--- src/rtl/dreg_arbiter_pkg.sv ---
// ---------------------------------------------------------------------------
// dreg_arbiter_pkg
//
// Shared definitions for the D-register arbiter slice:
//   NREQ      - number of requesters sharing the register bank
//   W         - width of the shared register bank
//   state_e   - arbiter FSM encoding (IDLE=0, GRANT=1, APPLY=2, ACK=3)
//   op_e      - 2-bit operation codes carried per requester
//   apply_op  - next-value function of the register bank for one operation
// ---------------------------------------------------------------------------
package dreg_arbiter_pkg;

  localparam int NREQ = 4;
  localparam int W    = 8;

  typedef enum logic [1:0] {
    S_IDLE  = 2'd0,
    S_GRANT = 2'd1,
    S_APPLY = 2'd2,
    S_ACK   = 2'd3
  } state_e;

  typedef enum logic [1:0] {
    OP_LOAD   = 2'b00,
    OP_PRESET = 2'b01,
    OP_CLEAR  = 2'b10,
    OP_TOGGLE = 2'b11
  } op_e;

  // Value the bank takes when an operation is applied to its current contents.
  function automatic logic [W-1:0] apply_op(input op_e           code,
                                            input logic [W-1:0] cur,
                                            input logic [W-1:0] din);
    case (code)
      OP_LOAD:   return din;
      OP_PRESET: return '1;
      OP_CLEAR:  return '0;
      OP_TOGGLE: return ~cur;
      default:   return cur;
    endcase
  endfunction

endpackage : dreg_arbiter_pkg

--- src/rtl/dreg_bank.sv ---
// ---------------------------------------------------------------------------
// dreg_bank
//
// Shared W-bit D-register bank. When we is high the bank takes the value
// selected by op on the rising edge; otherwise it holds.
//
// Ports:
//   clk  in   system clock, rising edge
//   clr  in   asynchronous active-low reset, clears the bank
//   we   in   write enable for this cycle
//   op   in   operation code (load / preset / clear / toggle)
//   d    in   load data
//   q    out  bank contents
//   q_   out  complement of q
// ---------------------------------------------------------------------------
module dreg_bank
  import dreg_arbiter_pkg::*;
(
  input  logic         clk,
  input  logic         clr,
  input  logic         we,
  input  logic [1:0]   op,
  input  logic [W-1:0] d,
  output logic [W-1:0] q,
  output logic [W-1:0] q_
);

  logic [W-1:0] bank_q;

  // NOTE: the bank is a single register word, so it is reset with the rest of
  // the state; a true RAM array would be left unreset and initialised by writes.
  always_ff @(posedge clk or negedge clr) begin
    if (!clr) begin
      bank_q <= '0;
    end else if (we) begin
      // NOTE: non-blocking assignment so every flop samples pre-edge values.
      bank_q <= apply_op(op_e'(op), bank_q, d);
    end
  end

  assign q  = bank_q;
  assign q_ = ~bank_q;

endmodule : dreg_bank

--- src/rtl/dreg_arbiter.sv ---
// ---------------------------------------------------------------------------
// dreg_arbiter
//
// Round-robin arbiter granting NREQ requesters exclusive access to a shared
// D-register bank. A transaction runs IDLE -> GRANT -> APPLY -> ACK -> IDLE;
// the bank is written on the edge leaving APPLY and ack pulses during ACK.
// A requester that drops req while in GRANT is abandoned without a write.
//
// Ports:
//   clk    in   system clock, rising edge
//   clr    in   asynchronous active-low reset
//   req    in   per-requester level request, held until ack
//   op     in   2-bit op per requester, requester i at [2i+1:2i]
//   wdata  in   W-bit load data per requester, requester i at [Wi+W-1:Wi]
//   gnt    out  registered one-hot grant, high through GRANT/APPLY/ACK
//   ack    out  registered one-hot one-cycle completion pulse
//   q      out  shared register bank contents
//   q_     out  complement of q
//   busy   out  high whenever the FSM is not in IDLE
// ---------------------------------------------------------------------------
module dreg_arbiter #(
  parameter int NREQ = dreg_arbiter_pkg::NREQ,
  parameter int W    = dreg_arbiter_pkg::W
) (
  input  logic              clk,
  input  logic              clr,
  input  logic [NREQ-1:0]   req,
  input  logic [2*NREQ-1:0] op,
  input  logic [W*NREQ-1:0] wdata,
  output logic [NREQ-1:0]   gnt,
  output logic [NREQ-1:0]   ack,
  output logic [W-1:0]      q,
  output logic [W-1:0]      q_,
  output logic              busy
);

  import dreg_arbiter_pkg::*;

  localparam int IDX_W = $clog2(NREQ);

  state_e            state_q;
  logic [IDX_W-1:0]  ptr_q;      // last requester that completed
  logic [IDX_W-1:0]  winner_q;   // requester owning the current transaction
  logic [NREQ-1:0]   gnt_q;
  logic [NREQ-1:0]   ack_q;

  logic [IDX_W-1:0]  rr_pick;
  logic [IDX_W-1:0]  rr_cand;
  logic              rr_found;

  logic              bank_we;
  logic [1:0]        bank_op;
  logic [W-1:0]      bank_d;

  function automatic logic [NREQ-1:0] onehot(input logic [IDX_W-1:0] idx);
    return {{(NREQ-1){1'b0}}, 1'b1} << idx;
  endfunction

  // Round-robin pick: scan from ptr+1 upward, wrapping, so the requester
  // just served is examined last.
  always_comb begin
    // NOTE: every variable gets a default before the loop, otherwise a path
    // that leaves it unassigned would infer a latch.
    rr_pick  = ptr_q;
    rr_cand  = '0;
    rr_found = 1'b0;
    for (int k = 1; k <= NREQ; k++) begin
      rr_cand = IDX_W'((int'(ptr_q) + k) % NREQ);
      if (!rr_found && req[rr_cand]) begin
        rr_found = 1'b1;
        rr_pick  = rr_cand;
      end
    end
  end

  // Arbiter FSM with registered grant and ack.
  always_ff @(posedge clk or negedge clr) begin
    if (!clr) begin
      state_q  <= S_IDLE;
      ptr_q    <= IDX_W'(NREQ - 1);   // requester 0 has first priority
      winner_q <= '0;
      gnt_q    <= '0;
      ack_q    <= '0;
    end else begin
      case (state_q)
        S_IDLE: begin
          if (rr_found) begin
            winner_q <= rr_pick;
            gnt_q    <= onehot(rr_pick);
            state_q  <= S_GRANT;
          end
        end
        S_GRANT: begin
          if (req[winner_q]) begin
            state_q <= S_APPLY;
          end else begin
            // Withdrawn request: drop the grant, leave ptr untouched.
            gnt_q   <= '0;
            state_q <= S_IDLE;
          end
        end
        S_APPLY: begin
          ack_q   <= onehot(winner_q);
          state_q <= S_ACK;
        end
        S_ACK: begin
          ack_q   <= '0;
          gnt_q   <= '0;
          ptr_q   <= winner_q;
          state_q <= S_IDLE;
        end
        default: begin
          gnt_q   <= '0;
          ack_q   <= '0;
          state_q <= S_IDLE;
        end
      endcase
    end
  end

  // The bank samples the winner's op/data live, so the value present at the
  // edge leaving APPLY is the one applied.
  assign bank_we = (state_q == S_APPLY);
  assign bank_op = op[2*winner_q +: 2];
  assign bank_d  = wdata[W*winner_q +: W];

  dreg_bank u_bank (
    .clk (clk),
    .clr (clr),
    .we  (bank_we),
    .op  (bank_op),
    .d   (bank_d),
    .q   (q),
    .q_  (q_)
  );

  assign gnt  = gnt_q;
  assign ack  = ack_q;
  assign busy = (state_q != S_IDLE);

endmodule : dreg_arbiter
--- config.mk ---
export PLATFORM = sky130hd
export DESIGN_NAME = dreg_arbiter
export DESIGN_NICKNAME = d
export VERILOG_FILES = /design/src/rtl/dreg_arbiter_pkg.sv /design/src/rtl/dreg_bank.sv /design/src/rtl/dreg_arbiter.sv
export SDC_FILE = /design/constraint.sdc
export NUM_CORES = 1
export LEC_CHECK = 0
export ABC_AREA = 1
export CAP_MARGIN = 0
export CORE_MARGIN = 4
export CORE_UTILIZATION = 43
export CTS_CLUSTER_DIAMETER = 100
export DETAILED_ROUTE_END_ITERATION = 12
export GPL_TIMING_DRIVEN = 0
export PLACE_DENSITY = 0.88
export SLEW_MARGIN = 20
export SYNTH_ARGS = -nofsm -noshare
export SYNTH_HDL_FRONTEND = slang
export SYNTH_HIERARCHICAL = 1
export SYNTH_SLANG_ARGS = --single-unit
--- constraint.sdc ---
create_clock -name clk -period 1.9 [get_ports clk]
set_input_delay 0.475 -clock clk [delete_from_list [all_inputs] [get_ports clk]]
set_output_delay 0.475 -clock clk [all_outputs]
set_load 0.01 [all_outputs]
---- After elaboration in Yosys (flattened, before gate mapping) ----
Cells that the tools add are included.
word-level totals
  word-level logic and storage cells ...... 67
  output and inout bits ................... 25
  input bits .............................. 46
  register bits ........................... 22
operators by class
  equal/unequal tests ..................... 8
  magnitude comparators ................... 5
  add/subtract/negate cells ............... 4
  reduce and logical (&&, ||, !) cells .... 13
  bitwise operators ....................... 1
  multiplexer cells ....................... 26
  shift-type cells ........................ 4
operator list
  operator               number
  $pmux W8 S4            1
  $shiftx A32 B6 Y8      1
  $lt A2 B3 Y1 const B   5
  $mux W2                6
  $pmux W4 S3            1
  $bmux W1 S2            5
  $mux W1                9
  $eq A2 B2 Y1 const B   4
  $mux W4                2
  $not A8 Y8             1
  $pmux W2 S4            1
  $pmux W4 S2            1
  $shiftx A8 B4 Y2       1
  $shl A1 B2 Y4 const A  2
  $add A2 B1 Y2 const B  2
  $add A2 B2 Y2 const B  2
  $eq A2 B1 Y1 const B   2
  $logic_not A2 Y1       2
  $ne A2 B2 Y1 const B   2
  $reduce_bool A2 Y1     2
  $logic_and A1 B1 Y1    3
  $logic_not A1 Y1       3
  $reduce_and A3 Y1      1
  $reduce_bool A3 Y1     1
  $reduce_and A2 Y1      1

---- Logic depth before layout (Yosys ltp) ----
  word-level depth ........................ 16
  depth in mapped cells ................... 13
  mapped depth without buffers ............ 12

---- Cells and area by module ----
Netlist, hierarchy kept.
by module, submodules not included
  module        area an instance (µm²)  instances  sequential area each (µm²)  cells each
  dreg_arbiter  1202.4                  1          352.8                       177
  dreg_bank     506.7                   1          200.2                       77

---- Worst setup path before layout ----
No wires, ideal clock.
  kind .................................... register to register
  start point ............................. reg winner_q[0]
  end point ............................... reg u_bank.bank_q[0], in the netlist u_bank/q[0]
  required time ........................... 1.783 ns
  period minus slack after synthesis ...... 1.716 ns
  slack ................................... 0.184 ns
  path buffers ............................ 4
  library setup time ...................... 0.117 ns
  data arrival time ....................... 1.599 ns
  cell stages (with the launch flop) ...... 12
  path through ............................ dfrtp_1 > clkbuf_1 > nor2_1 > clkbuf_1 > a22oi_1 > nand3_1 > buf_6 > buf_12 > nor2_2 > nor2_1 > nor2_1 > nor2_1
between the ends
  word-level cells in the longest chain between the ends .. 3
  elaborated cells on any way between the ends .. 7
  classes of those cells .................. eq/ne: 3; shift: 2; mux: 1; reduce/logical: 1
ends and longest elaborated chain
  what                                        line                    source
  start, declared                             dreg_arbiter.sv:43      logic [IDX_W-1:0] winner_q;
  start signal, assigned                      dreg_arbiter.sv:88      winner_q <= rr_pick;
  $shiftx A8 B4 Y2 *                          dreg_arbiter.sv:124     assign bank_op = op[2*winner_q +: 2];
  named net bank_op[0]                        dreg_arbiter.sv:52      logic [1:0] bank_op;
  $eq A2 B2 Y1, or another cell as far along  -
  $pmux W8 S4 *                               dreg_arbiter_pkg.sv:34  case (code)
  end signal, assigned                        dreg_bank.sv:37         bank_q <= apply_op(op_e'(op), bank_q, d);
  end, declared                               dreg_bank.sv:28         logic [W-1:0] bank_q;
Mark *: on every way through the listed nets, which the timed path passes. The rest lies on a longest branch.
A chain may end at the register's enable or synchronous reset.

---- Worst setup path in the final report ----
  start point ............................. reg state_q[0]
  end point ............................... out busy
between the ends
  word-level cells in the longest chain between the ends .. 1
ends and longest elaborated chain
  what                    line                 source
  start, declared         dreg_arbiter.sv:41   state_e state_q;
  start signal, assigned  dreg_arbiter.sv:79   state_q <= S_IDLE;
  start signal, assigned  dreg_arbiter.sv:90   state_q <= S_GRANT;
  start signal, assigned  dreg_arbiter.sv:95   state_q <= S_APPLY;
  $reduce_bool A2 Y1      dreg_arbiter.sv:139  assign busy = (state_q != S_IDLE);
  end, declared           dreg_arbiter.sv:34   output logic busy
No other way between the ends.

==> flow_metrics.env <==
export IMPL_ys_seq_area_share_pct=32.4
export IMPL_cts_reportedPaths_clkPinSlew_ns=0.08
export IMPL_wl_met1_mm=2.06
export IMPL_insertion_delay_ns=0.27
export IMPL_grt_total_usage_pct=19.9
export IMPL_antenna_found_initial=0
export IMPL_drt_initial_drc_count=80
export IMPL_io_buffers=70
export IMPL_power_net_switching_uw=2200
export IMPL_switching_share_pct=47.5
export IMPL_overflow=0
export IMPL_grt_max_degree=23
export IMPL_status="finished, final reports clean"
export IMPL_relSlewSlack_pct=65.4
export IMPL_cts_tree="yes"
export IMPL_initial_core_util_pct=45.7
export IMPL_r2r_slack_ns=0.13
export IMPL_num_vias=1881
export IMPL_cpMaxStageDelayCell="clkdlybuf4s50_1"
export IMPL_synth_edff_count=0
export IMPL_worstPathCellList="nor2_4 -> inv_1 -> clkdlybuf4s50_1"
export IMPL_power_frac_seq_pct=19.5
export IMPL_power_per_cell_area_mw_per_mm2=1790
export IMPL_fin_ws_ns=0.0623
export IMPL_worst_clock_skew_ns=0.00275
export IMPL_ys_async_sr_fraction_pct=100
export IMPL_ys_ff_latch=22
export IMPL_cts_max_level=1
export IMPL_dr_pass1_iters=4
export IMPL_worstPathRequired_ns=1.42
export IMPL_routed_top_layer="met4"
export IMPL_grt_pass1_wl_mm=8.15
export IMPL_syn_to_final_growth_pct=51.3
export IMPL_core_mm2=0.00374
export IMPL_hold_buffers=0
export IMPL_crit_path_max_incr_delay_ns=0.46
export IMPL_ys_flop_type="dfrtp_1"
export IMPL_p_leak_uw=0.00122
export IMPL_placed_cell_area_mm2=0.00247
export IMPL_cts_inserted_buffers=3
export IMPL_synth_net_count=300
export IMPL_yosysWarnings=6
export IMPL_clock_sink_count=22
export IMPL_route_met3_wl_um=263
export IMPL_synth_area_top_cells="dfrtp_1, nand2_1, nor2_1"
export IMPL_post_route_period_util_pct=96.7
export IMPL_worst_pin_slew_ns=0.519
export IMPL_dp_hpwl_mm=3.87
export IMPL_peakVddDrop_uv=1090
export IMPL_diodes=0
export IMPL_die_w_um=71.0
export IMPL_end_kind="primary output"
export IMPL_syn_area_per_cell_um2=6.73
export IMPL_vias_per_cell=4.98
export IMPL_report_final_slew_viol_count=0
export IMPL_setup_violations=0
export IMPL_clock_fmax_mhz=544
export IMPL_p_int_uw=2430
export IMPL_final_area_mm2=0.00259
export IMPL_die_area_mm2=0.00505
export IMPL_synth_cells=254
export IMPL_drtAntennaViolNets=0
export IMPL_crit_type="flop to primary output"
export IMPL_die_height_um=71.0
export IMPL_synth_distinct_cells=29
export IMPL_maxCapViolations=0
export IMPL_wl_mm=5.00
export IMPL_cp_start_kind="flop"
export IMPL_root_buffer="clkbuf_8"
export IMPL_final_hold_violation_count=0
export IMPL_ioPinCount=71
export IMPL_grt_pass1_vias=1842
export IMPL_met2_wirelength_mm=2.58
export IMPL_crit_arrival_ns=1.36
export IMPL_routedWlPerCell_um=13.2
export IMPL_p_total_uw=4630
export IMPL_place_congestion=0.881
export IMPL_clkPwrFrac_pct=9.6
export IMPL_synth_top_area_share_pct=29.3
export IMPL_hold_path_class="input port to asynchronous set/reset pin"
export IMPL_power_frac_comb_pct=70.9
export IMPL_post_route_min_period_ns=1.84
export IMPL_syn_area_mm2=0.00171
export IMPL_nNetsFinal=377
export IMPL_synth_top_area_cell="dfrtp_1"
export IMPL_drive_above_1_share_pct=17.3
export IMPL_pre_cts_slack_ns=-0.191
export IMPL_drc=0
export IMPL_clock_path_buffers=2
export IMPL_floorplan_rows=22
export IMPL_path_max_fanout=4
==> power groups by stage <==
stage	registers (uW)	clock network [uW]	logic, uW
after floorplan	889	0	2140
after global placement	846	0	3100
after detailed placement	850	0	3170
after CTS	887	454	3170
after global routing	933	467	3640
final	901	443	3280
==> final cells by class <==
cell class / count / area (um2)
Fill cell: 322 / 1160
Multi-Input combinational cell: 198 / 985
Timing Repair Buffer: 74 / 726
Sequential cell: 22 / 557
Buffer: 10 / 96.3
Inverter: 22 / 91.3
Tap cell: 48 / 60.1
Clock buffer: 3 / 41.3
Clock inverter: 1 / 30.0
==> placed cells by master (no fill, tap or decap), types with 3 or more instances in the layout <==
master	count
nor2_1	43
clkdlybuf4s50_1	69
a22oi_1	9
nand3_1	29
nand2_1	77
dfrtp_1	17
inv_1	16
nand2_4	6
clkbuf_4	3
clkbuf_8	3
nand2_2	11
nor2_2	5
dfrtp_2	3
inv_2	4
buf_4	5
nor2_4	3
==> through the flow <==
step / hold slack (ns) / util, % / setup TNS, ns / cells
after global placement: 0.464 / 66.0 / -0.937 / 372
after floorplan: 0.179 / - / 0 / 254
after CTS: 0.490 / 67.9 / 0 / 374
after detailed placement: 0.469 / 66.0 / -1.65 / 372
after global routing: 0.192 / 69.1 / -0.227 / 378
final: 0.163 / 69.1 / 0 / 378
==> routing by layer <==
layer	vias up	global-route usage, %
li1	958	-
met1	854	23.3
met2	59	37.0
met3	10	3.69
met4	0	5.22
met5	-	0
==> path summary, 6_finish.rpt <==
check	from	end	cells past startpoint
hold reg to reg	gnt[2]	gnt[2]	2
setup reg to reg	winner_q[1]	u_bank/q[2]	11
min in group clk	gnt[2]	gnt[2]	2
hold / removal	clr	u_bank/q[0]	1
max in group asynchronous	clr	winner_q[0]	1
setup / recovery	state_q[0]	busy	3
==> cell usage after synthesis, types with 2 or more instances <==
| cell type | count |
|---|---|
| a21oi_1 | 2 |
| a22o_1 | 2 |
| a22oi_1 | 9 |
| a32o_1 | 2 |
| buf_6 | 2 |
| clkbuf_1 | 5 |
| dfrtp_1 | 20 |
| dfstp_2 | 2 |
| inv_1 | 17 |
| inv_2 | 4 |
| nand2_1 | 77 |
| nand2_2 | 11 |
| nand2_4 | 6 |
| nand3_1 | 29 |
| nand4_1 | 2 |
| nor2_1 | 46 |
| nor2_2 | 3 |
| nor2_4 | 2 |
| o21ai_0 | 2 |
| o21ai_1 | 2 |
==> logic make-up after synthesis <==
kind of cell,count (synthesis),share of synthesized area [%]
AO/OA/AOI/OAI,19,7.91
buffers and inverters,34,10.8
flip-flops,22,32.4
AND/OR/NAND/NOR,179,49.0
==> worst max-delay path, delay by kind of cell, from the launching register on <==
kind,cells,cell delay (ns)
buffers and inverters,2,0.51
DFF,1,0.44
and+or+nand+nor,1,0.14
==> timing repair <==
item | CTS | global route
pin swaps | 0 | 1
setup buffers | 0 | 4
resized for setup | 4 | 10
endpoints found under the setup margin | 9 | 9
==> flip-flops by register name, summed over array words and instances (netlist names), named ones only <==
name,flops
u_bank/q,8
ptr_q,2
state_q,1
ack,4
gnt,4
winner_q,2
(Power assumes the default switching activity.)
